==> src/rtl/wb_result_streamer_pkg.sv <==
// Shared definitions for the writeback result streamer: FSM states, tag marker, FIFO entry layout.
package wb_result_streamer_pkg;

  typedef enum logic [1:0] {
    ST_IDLE     = 2'd0,
    ST_SEND_TAG = 2'd1,
    ST_SEND_LO  = 2'd2,
    ST_SEND_HI  = 2'd3
  } state_t;

  localparam logic [2:0]  TAG_MARK = 3'b101;
  localparam int unsigned ENTRY_W  = 21;

  // One captured writeback: destination register above the 16-bit result.
  typedef struct packed {
    logic [4:0]  rd;
    logic [15:0] data;
  } entry_t;

  function automatic logic [7:0] tag_byte(input logic [4:0] rd);
    return {TAG_MARK, rd};
  endfunction

endpackage

==> src/rtl/wb_result_streamer_sync_fifo.sv <==
// Single-clock FIFO holding writeback entries; push while full is only taken alongside a pop.
module sync_fifo
  import wb_result_streamer_pkg::*;
#(
  parameter int unsigned DEPTH  = 4,
  parameter int unsigned ADDR_W = 2
) (
  input  logic               clk,
  input  logic               rst,
  input  logic               push,
  input  logic               pop,
  input  logic [ENTRY_W-1:0] wr_data,
  output logic [ENTRY_W-1:0] rd_data,
  output logic               full,
  output logic               empty,
  output logic [ADDR_W:0]    level
);

  logic [ENTRY_W-1:0] mem [DEPTH];
  logic [ADDR_W-1:0]  wr_ptr;
  logic [ADDR_W-1:0]  rd_ptr;
  logic               do_push;
  logic               do_pop;

  assign full    = (level == (ADDR_W+1)'(DEPTH));
  assign empty   = (level == '0);
  assign do_pop  = pop && !empty;
  assign do_push = push && (!full || do_pop);
  assign rd_data = mem[rd_ptr];

  // Storage array; written only at the tail so the head stays stable during a frame.
  always_ff @(posedge clk) begin
    if (do_push) mem[wr_ptr] <= wr_data;
  end

  // Pointers wrap naturally at DEPTH; level tracks occupancy on the same edge.
  always_ff @(posedge clk or negedge rst) begin
    if (!rst) begin
      wr_ptr <= '0;
      rd_ptr <= '0;
      level  <= '0;
    end else begin
      if (do_push) wr_ptr <= wr_ptr + 1'b1;
      if (do_pop)  rd_ptr <= rd_ptr + 1'b1;
      case ({do_push, do_pop})
        2'b10:   level <= level + 1'b1;
        2'b01:   level <= level - 1'b1;
        default: level <= level;
      endcase
    end
  end

endmodule

==> src/rtl/wb_result_streamer.sv <==
// Captures writeback results into a FIFO and streams them as tag/lo/hi bytes over valid/ready.
module wb_result_streamer
  import wb_result_streamer_pkg::*;
#(
  parameter int unsigned DEPTH  = 4,
  parameter int unsigned ADDR_W = 2,
  parameter int unsigned TAG_EN = 1
) (
  input  logic              clk,
  input  logic              rst,
  input  logic              in_valid,
  input  logic [15:0]       in_data,
  input  logic [4:0]        in_reg,
  output logic [7:0]        out_byte,
  output logic              out_valid,
  input  logic              out_ready,
  output logic              ovf,
  input  logic              clr_ovf,
  output logic [ADDR_W:0]   level
);

  state_t             state_q;
  state_t             state_d;
  state_t             first_st;
  entry_t             head;
  entry_t             wr_entry;
  logic [ENTRY_W-1:0] fifo_rd;
  logic               fifo_full;
  logic               fifo_empty;
  logic               push_req;
  logic               push_ok;
  logic               pop;
  logic               drop;

  assign first_st = (TAG_EN != 0) ? ST_SEND_TAG : ST_SEND_LO;
  assign push_req = in_valid && (in_reg != '0);
  assign pop      = (state_q == ST_SEND_HI) && out_ready;
  assign push_ok  = push_req && (!fifo_full || pop);
  assign drop     = push_req && fifo_full && !pop;
  assign wr_entry = '{rd: in_reg, data: in_data};
  assign head     = fifo_rd;

  sync_fifo #(
    .DEPTH  (DEPTH),
    .ADDR_W (ADDR_W)
  ) u_fifo (
    .clk     (clk),
    .rst     (rst),
    .push    (push_req),
    .pop     (pop),
    .wr_data (wr_entry),
    .rd_data (fifo_rd),
    .full    (fifo_full),
    .empty   (fifo_empty),
    .level   (level)
  );

  // FSM state register.
  always_ff @(posedge clk or negedge rst) begin
    if (!rst) state_q <= ST_IDLE;
    else      state_q <= state_d;
  end

  // Next state; after HI the next frame starts at once if anything remains (including a same-edge push).
  always_comb begin
    state_d = state_q;
    case (state_q)
      ST_IDLE:     if (!fifo_empty) state_d = first_st;
      ST_SEND_TAG: if (out_ready)   state_d = ST_SEND_LO;
      ST_SEND_LO:  if (out_ready)   state_d = ST_SEND_HI;
      ST_SEND_HI: begin
        if (out_ready) begin
          if ((level > (ADDR_W+1)'(1)) || push_ok) state_d = first_st;
          else                                      state_d = ST_IDLE;
        end
      end
      default:     state_d = ST_IDLE;
    endcase
  end

  // Output byte mux driven purely by state and the stable head entry.
  always_comb begin
    out_valid = 1'b1;
    out_byte  = 8'h00;
    case (state_q)
      ST_SEND_TAG: out_byte = tag_byte(head.rd);
      ST_SEND_LO:  out_byte = head.data[7:0];
      ST_SEND_HI:  out_byte = head.data[15:8];
      default:     out_valid = 1'b0;
    endcase
  end

  // Sticky overflow; a drop on the same edge wins over clear.
  always_ff @(posedge clk or negedge rst) begin
    if (!rst)         ovf <= 1'b0;
    else if (drop)    ovf <= 1'b1;
    else if (clr_ovf) ovf <= 1'b0;
  end

endmodule
==> config.mk <==
export PLATFORM = sky130hd
export DESIGN_NAME = wb_result_streamer
export DESIGN_NICKNAME = d
export VERILOG_FILES = /design/src/rtl/wb_result_streamer_pkg.sv /design/src/rtl/wb_result_streamer_sync_fifo.sv /design/src/rtl/wb_result_streamer.sv
export SDC_FILE = /design/constraint.sdc
export NUM_CORES = 1
export LEC_CHECK = 0
export ABC_AREA = 1
export CAP_MARGIN = 0
export CORE_ASPECT_RATIO = 0.8
export CORE_MARGIN = 2
export CORE_UTILIZATION = 55
export DETAILED_ROUTE_END_ITERATION = 16
export MAX_ROUTING_LAYER = met4
export PLACE_DENSITY = 0.77
export SYNTH_ARGS = -nofsm -noshare
export SYNTH_HDL_FRONTEND = slang
export SYNTH_SLANG_ARGS = --single-unit
==> constraint.sdc <==
create_clock -name clk -period 2.7 [get_ports clk]
set_input_delay 0.54 -clock clk [delete_from_list [all_inputs] [get_ports clk]]
set_output_delay 0.54 -clock clk [all_outputs]
set_load 0.005 [all_outputs]
==> results by group, run 1 <==
Cells and area
  – Fillers: ~540
  – ANT cells: 0
  – Layout Nets: between 500 and 600
  – Footprint of the multi-input gates: 1179 sq um
  – Sequential cell area: 2778 sq um
  – Layout area overhead: 22.27%
  – Final instance area: 5296 sq um
  – Share of layout cells above drive strength 1: 0.1131

STA
  – Period utilization: 0.9219
  – Slew headroom: 0.6768
  – Max-slew violations: 0
  – Setup_tns: 0 ns
  – Fmax: 401.7 MHz
  – Minimum clock period: 2.489 ns
  – Fin Clk Skew: 0.01056 ns
  – Final Hold Vio Count: 0
  – Worst Tran Pin Value: 0.4833 ns
  – Unrepaired setup endpoints after global routing: no
  – Final Setup Violations: 0

Die
  – Std cell rows: 28
  – Die Wd: 103.2 um
  – IO Pins: 39
  – Die Span Y: 83.38 um
  – Die footprint: 8606 sq um
  – Area of the core: 7532 sq um
  – Starting Density: 0.5751

Drt
  – Metal-1 WL: 3.955 mm
  – Number of remaining DRC errors: 0
  – Via density: 5.115
  – Met3 routed WL: approximately 840 um
  – Final ANT Viol Nets: 0
  – First DRT Iteration DRCs: approximately 270
  – Routed length per instance: 15.85 um
  – Drt total wl: between 9 and 10 mm
  – Met2 wire length: 4.602 mm
  – Drt first pass iters: 5
  – Via count: 3069
  – DR top layer: met4

Logic synthesis
  – Cell variety after synth: 24
  – Asr flop ratio synth: 0.1064
  – Post-Syn Area: 4332 sq um
  – Syn Area/Cell: 10.00 sq um
  – Post-synth top flop: edfxtp_1
  – Post-synth EDFFs: 84
  – Syn_nets: 472
  – #FFs+latches synth: 94
  – Syn Inst Count: 433
  – Register area share after synthesis: 0.6401
  – Yosys warns: 0

CTS
  – Clk buf depth: 2
  – Worst-path clk slew: roughly 0.09 ns
  – Clk sinks: 94
  – CTS tree: yes
  – # H-tree levels: 3
  – Post-cts hold buffer count: 0
  – Inserted Clock Buffers: 9
  – Root Driver: clkbuf_8
  – Skew-Pair Late Insertion Delay: 0.36 ns

Critical path
  – R2R Setup Slk: 0.65 ns
  – Crit path from: state_q[1]
  – Crit-path slowest cell: clkdlybuf4s50_1
  – Crit-path max FO: 8
  – Max incr delay on CP: 0.50 ns
  – WP data required: 2.16 ns
  – CP cell instances: inv_1 > ha_1 > clkinvlp_4 > clkdlybuf4s50_1
  – Reg2reg end: u_fifo.level[2]
  – Register-to-Register Path Depth: 9
  – Arrival @ worst endpoint: 1.95 ns
  – Worst r2r src: state_q[1]
  – Crit path launch type: flop
  – Crit Path Category: flop to output port
  – Crit. End Element: output port

Status
  – Outcome: finished clean

Global routing
  – Tot GR Track Use: 0.2280
  – Initial antenna violation count: 0
  – Vias in the first global route: between 2000 and 3000
  – Global route overflow: 0
  – Largest net degree at the start of global routing: 48
  – First-pass GRT wire length: 14.26 mm

Placement
  – Cell area after placement: 4875 sq um
  – Post-DP HPWL: 5.810 mm
  – Gpl congestion: around 0.83
  – PortBufs: 38

Min path
  – Min-delay worst type: input pin to async pin

Run
  – Max Cap Viol: 0

Pwr
  – Pleak: approximately 2.4 nW
  – Power density cells: 1057 nW/um^2
  – Worst vdd ir: 0.4613 mV
[timing repair]
item,in CTS,in global routing
gates cloned,0,3
endpoints found under the hold margin,0,0
endpoints found under the setup margin,8,8
pin swaps,0,1
resized for setup,10,18
buffers inserted,0,6
[worst max-delay path, delay by kind of cell (launching register included)]
kind | cells | cell delay (ns)
fa+ha+maj | 1 | 0.24
buf+inv | 3 | 0.87
flops | 1 | 0.48
[synthesized netlist by cell type, types with 2 or more instances]
master / count / area share
a21oi_1: 4 / 0.0046
buf_2: 6 / 0.0069
buf_6: 5 / 0.013
clkbuf_1: 2 / 0.0017
dfrtp_1: 10 / 0.058
edfxtp_1: 84 / 0.58
ha_1: 13 / 0.038
inv_1: 82 / 0.071
inv_2: 2 / 0.0017
nand2_1: 130 / 0.11
nand3_1: 42 / 0.049
nor2_1: 26 / 0.023
o211ai_1: 2 / 0.0035
o21ai_0: 9 / 0.010
o21ai_1: 2 / 0.0023
or2_0: 2 / 0.0029
or2_2: 2 / 0.0029
xnor2_1: 2 / 0.0040
xor2_1: 3 / 0.0061
[cell usage in the layout, fill, tap and decap left out, drive strengths merged, types with 4 or more instances in the layout]
| cell type | netlist | final |
|---|---|---|
| a21oi | 4 | 4 |
| buf | 12 | 20 |
| clkbuf | 2 | 11 |
| clkdlybuf4s50 | 0 | 30 |
| dfrtp | 10 | 10 |
| dlymetal6s2s | 0 | 8 |
| edfxtp | 84 | 84 |
| ha | 13 | 13 |
| inv | 84 | 86 |
| nand2 | 130 | 130 |
| nand3 | 43 | 43 |
| nor2 | 26 | 26 |
| o21ai | 11 | 11 |
| or2 | 4 | 4 |
[metrics by stage]
step	total power [mW]	hold slack, ns	util	setup WS [ns]	cells
2_1_floorplan	3.472	0.2444	-	0.3954	433
3_3_place_gp	4.216	0.5446	0.6472	0.2247	575
3_5_place_dp	4.292	0.5299	0.6472	0.2277	575
4_1_cts	5.351	0.5099	0.6812	0.002375	591
5_1_grt	5.964	0.5417	0.7032	0.1419	600
6_report	5.600	0.5077	0.7032	0.2109	600
[flip-flops by register name, indices dropped and copies added, names as in the netlist]
name           count
u_fifo.mem        84
u_fifo.wr_ptr      2
u_fifo.level       3
ovf                1
u_fifo.rd_ptr      2
state_q            2
[cells by family after synthesis]
kind of cell / after synthesis / synth area share
xor+xnor: 5 / 0.01011
compound gates: 18 / 0.02224
fa+ha+maj: 13 / 0.03755
flops: 94 / 0.6401
buf+inv: 99 / 0.09706
simple gates: 204 / 0.1929
[power by group]
| group | internal (mW) | switching, mW | leakage, nW | total (mW) |
|---|---|---|---|---|
| clock network | 0.525 | 0.479 | 0.112 | 1.00 |
| registers | 1.94 | 0.195 | 0.884 | 2.13 |
| logic | 1.05 | 1.41 | 1.45 | 2.47 |
[layer usage]
layer  GRT usage  up-vias
met3     0.05724       16
met5           -        -
met4     0.06340        0
li1            -     1481
met1      0.2935     1409
met2      0.3613      163
[cell type report]
class | instances | share of cell area
inverter | 85 | 0.06331
timing repair buffer | 60 | 0.1236
multi-input combinational | 240 | 0.2225
tap | 105 | 0.02481
clock inverter | 7 | 0.01795
sequential | 94 | 0.5244
clock buffer | 9 | 0.02339
[how the worst max path moves through the flow]
stage	endpoint	slack (ns)	cells past startpoint
floorplan	u_fifo.mem[0][0]	0.40	5
global placement	out_byte[5]	0.22	6
detailed placement	out_byte[5]	0.23	6
CTS	out_byte[1]	0.002	10
global route	out_valid	0.14	4
finish	out_valid	0.21	4
(Power assumes the default switching activity.)
==> run 2: changes to the inputs <==
==> constraint.sdc (replaced) <==
create_clock -name clk -period 2.5 [get_ports clk]
set_input_delay 0.5 -clock clk [delete_from_list [all_inputs] [get_ports clk]]
set_output_delay 0.5 -clock clk [all_outputs]
set_load 0.005 [all_outputs]
==> run 2 against run 1 <==
The run now ends with negative setup slack left. Power grew 2.5%. Flip-flop and latch count is the same. Clock skew shrank 0.0048 ns. Routed wire length shrank 8.2%. First-iteration DRC count down 22%. Via count fell by 2.7%. Clock power decreased by 7%. Die area did not move. Combinational power up 3%. Highest routed layer unchanged.
==> results by group, run 2 (same netlist as run 1, synthesis figures left out) <==
Critical path
  – Crit-path slowest cell: dfrtp_2 (was clkdlybuf4s50_1)
  – Buf/Inv on CP: 4 (was 3)
  – Setup crit end: out_byte[0] (was out_valid)
  – Crit path launch type: flop (unchanged)
  – Max incr delay on CP: 0.49 ns (was 0.50 ns)
  – Worst path most repeated cell: nand2_1
  – Arrival @ worst endpoint: 2.04 ns (was 1.95 ns)
  – Reg2reg end: u_fifo.level[2] (unchanged)
  – Worst r2r src: u_fifo.level[0] (was state_q[1])
  – Gate family responsible for the most delay along the worst path: buffers and inverters (unchanged)
  – Register-to-Register Path Depth: 10 (was 9)
  – WP data required: 2.00 ns (was 2.16 ns)
  – Cell count along the critical path: 10 (was 4)
  – Crit path from: u_fifo.rd_ptr[0] (was state_q[1])
  – Crit. End Element: output port (unchanged)
  – Crit Path Category: flop to output port (unchanged)
  – CP cell instances: inv_4 > buf_12 > nand2_1 > nand3_1 > nand2_1 > nand2_1 > nand3_1 > nand2_1 > inv_1 > clkdlybuf4s50_1 (was inv_1 > ha_1 > clkinvlp_4 > clkdlybuf4s50_1)
  – R2R Setup Slk: 0.44 ns (was 0.65 ns)
  – Crit-path max FO: 27 (was 8)

Die
  – Die Span Y: 83.38 um (unchanged)
  – Starting Density: 0.5751 (unchanged)
  – Die footprint: 8606 sq um (unchanged)
  – Die Wd: 103.2 um (unchanged)
  – Area of the core: 7532 sq um (unchanged)
  – IO Pins: 39 (unchanged)
  – Std cell rows: 28 (unchanged)

STA
  – Period utilization: 1.015
  – Minimum clock period: roughly 2.5 ns
  – Setup ws final: -0.03688 ns (was 0.2109 ns)
  – Setup_tns: -0.03688 ns (was 0 ns)
  – Final Hold Vio Count: 0 (unchanged)
  – Fin Clk Skew: 0.005745 ns (was 0.01056 ns)
  – Unrepaired setup endpoints after global routing: yes (was no)
  – Final Setup Violations: 1 (was 0)
  – Worst Tran Pin Value: 0.4810 ns (was 0.4833 ns)
  – Hold slack: 0.4607 ns (was 0.5077 ns)
  – Slew headroom: 0.6783 (was 0.6768)
  – Fmax: 394.2 MHz
  – Max-slew violations: 0 (unchanged)

Pwr
  – Pleak: 2.351 nW (was 2.446 nW)
  – Worst vdd ir: 0.4947 mV (was 0.4613 mV)
  – Overall power: 5.742 mW (was 5.600 mW)
  – Power density cells: 1099 nW/um^2 (was 1057 nW/um^2)

Drt
  – Via density: 4.962 (was 5.115)
  – Final ANT Viol Nets: 0 (unchanged)
  – Via count: 2987 (was 3069)
  – Routed length per instance: 14.51 um (was 15.85 um)
  – First DRT Iteration DRCs: 213 (was 273)
  – Met2 wire length: 4.147 mm (was 4.602 mm)
  – Drt first pass iters: 5 (unchanged)
  – DR top layer: met4 (unchanged)
  – Met3 routed WL: 659 um (was 835 um)
  – Drt total wl: 8.733 mm (was 9.512 mm)
  – Number of remaining DRC errors: 0 (unchanged)
  – Metal-1 WL: 3.812 mm (was 3.955 mm)

CTS
  – Inserted Clock Buffers: 9 (unchanged)
  – Clk buf depth: 2 (unchanged)
  – Worst-path clk slew: 0.09 ns (about the same)
  – Post-cts hold buffer count: 0 (unchanged)
  – Skew-Pair Late Insertion Delay: 0.36 ns (about the same)
  – Root Driver: clkbuf_8 (unchanged)
  – # H-tree levels: 3 (unchanged)
  – CTS tree: yes (unchanged)
  – Clk sinks: 94 (unchanged)

Global routing
  – Vias in the first global route: 2780 (was 2888)
  – First-pass GRT wire length: 13.79 mm (was 14.26 mm)
  – Largest net degree at the start of global routing: 28 (was 48)
  – Tot GR Track Use: 0.2194 (was 0.2280)
  – Initial antenna violation count: 0 (unchanged)
  – Global route overflow: 0 (unchanged)

Cells and area
  – Most frequent cells in the layout: nand2_1 (130), edfxtp_1 (84), inv_1 (81) (was nand2_1 (129), edfxtp_1 (84), inv_1 (81))
  – Layout area overhead: 20.62% (was 22.27%)
  – Fillers: 582 (was 536)
  – Most common cell after layout, fill and taps aside: nand2_1 (unchanged)
  – Biggest register: u_fifo.mem (unchanged)
  – Fin cells: 602 (was 600)
  – Final instance area: 5225 sq um (was 5296 sq um)
  – ANT cells: 0 (unchanged)
  – Top Registers: u_fifo.mem: 84 flops, u_fifo.level: 3 flops (unchanged)
  – Share of layout cells above drive strength 1: 0.1127 (was 0.1131)
  – Max reg flops: 84 (unchanged)
  – Layout Nets: 531 (was 529)

Min path
  – Min-delay worst type: input pin to async pin (unchanged)

Placement
  – Cell area after placement: 4915 sq um (was 4875 sq um)
  – Post-DP HPWL: 5.657 mm (was 5.810 mm)
  – PortBufs: 38 (unchanged)
  – Gpl congestion: 0.8471 (was 0.8279)
  – Post-Place Cells: 577 (was 575)

Run
  – Max Cap Viol: 0 (unchanged)

Status
  – Outcome: complete, but fails checks (was finished clean)
  – Failing checks: negative setup slack
-- run 2: cell types whose count changed in the layout (fill, tap and decap cells not counted), sizes merged --
| cell | change |
|---|---|
| buf | +3 |
| bufinv | -2 |
| clkdlybuf4s50 | +1 |
| clkinv | +1 |
| dlygate4sd2 | +5 |
| dlymetal6s2s | -7 |
| inv | +1 |
-- run 2: cell type report --
cell class,count,area [sq um],share of cell area
Clock buffer,9,123.9,0.02371
Clock inverter,7,57.56,0.01102
Inverter,85,325.3,0.06226
Multi-Input combinational cell,240,1164,0.2227
Sequential cell,94,2776,0.5314
Tap cell,105,131.4,0.02514
Timing Repair Buffer,62,646.9,0.1238
-- run 2: repair_timing --
item,in CTS,in global routing
buffers inserted,3,4
endpoints found under the hold margin,0,0
cloned,0,2
pin swaps,0,0
resized for setup,18,9
setup endpoints to repair,8,3
-- run 2: worst min path at each step --
stage / cells past startpoint / to / start / slack (ns)
after floorplan: 0 / ovf / rst / 0.20
after detailed placement: 2 / ovf / ovf / 0.53
after global placement: 2 / ovf / ovf / 0.51
after global routing: 1 / u_fifo.wr_ptr[0] / rst / 0.51
after CTS: 1 / ovf / rst / 0.48
final: 1 / ovf / rst / 0.46
-- run 2: metal layers --
metal  GRT usage  vias up
met2      0.3312      111
met5           -        -
li1            -     1482
met4     0.06818        0
met3     0.04461       12
met1      0.3016     1382
-- run 2: metrics by stage --
| stage | setup slack [ns] | utilization |
|---|---|---|
| after CTS | -0.004400 | 0.6831 |
| after global routing | -0.1264 | 0.6937 |
| after detailed placement | 0.1963 | 0.6525 |
| final | -0.03688 | 0.6937 |
| after floorplan | 0.1954 | - |
| after global placement | 0.2246 | 0.6525 |
-- run 2: where the power goes --
group	total, mW	switching [mW]	internal (mW)
clock network	0.926	0.550	0.376
registers	2.27	0.177	2.09
logic	2.55	1.45	1.10
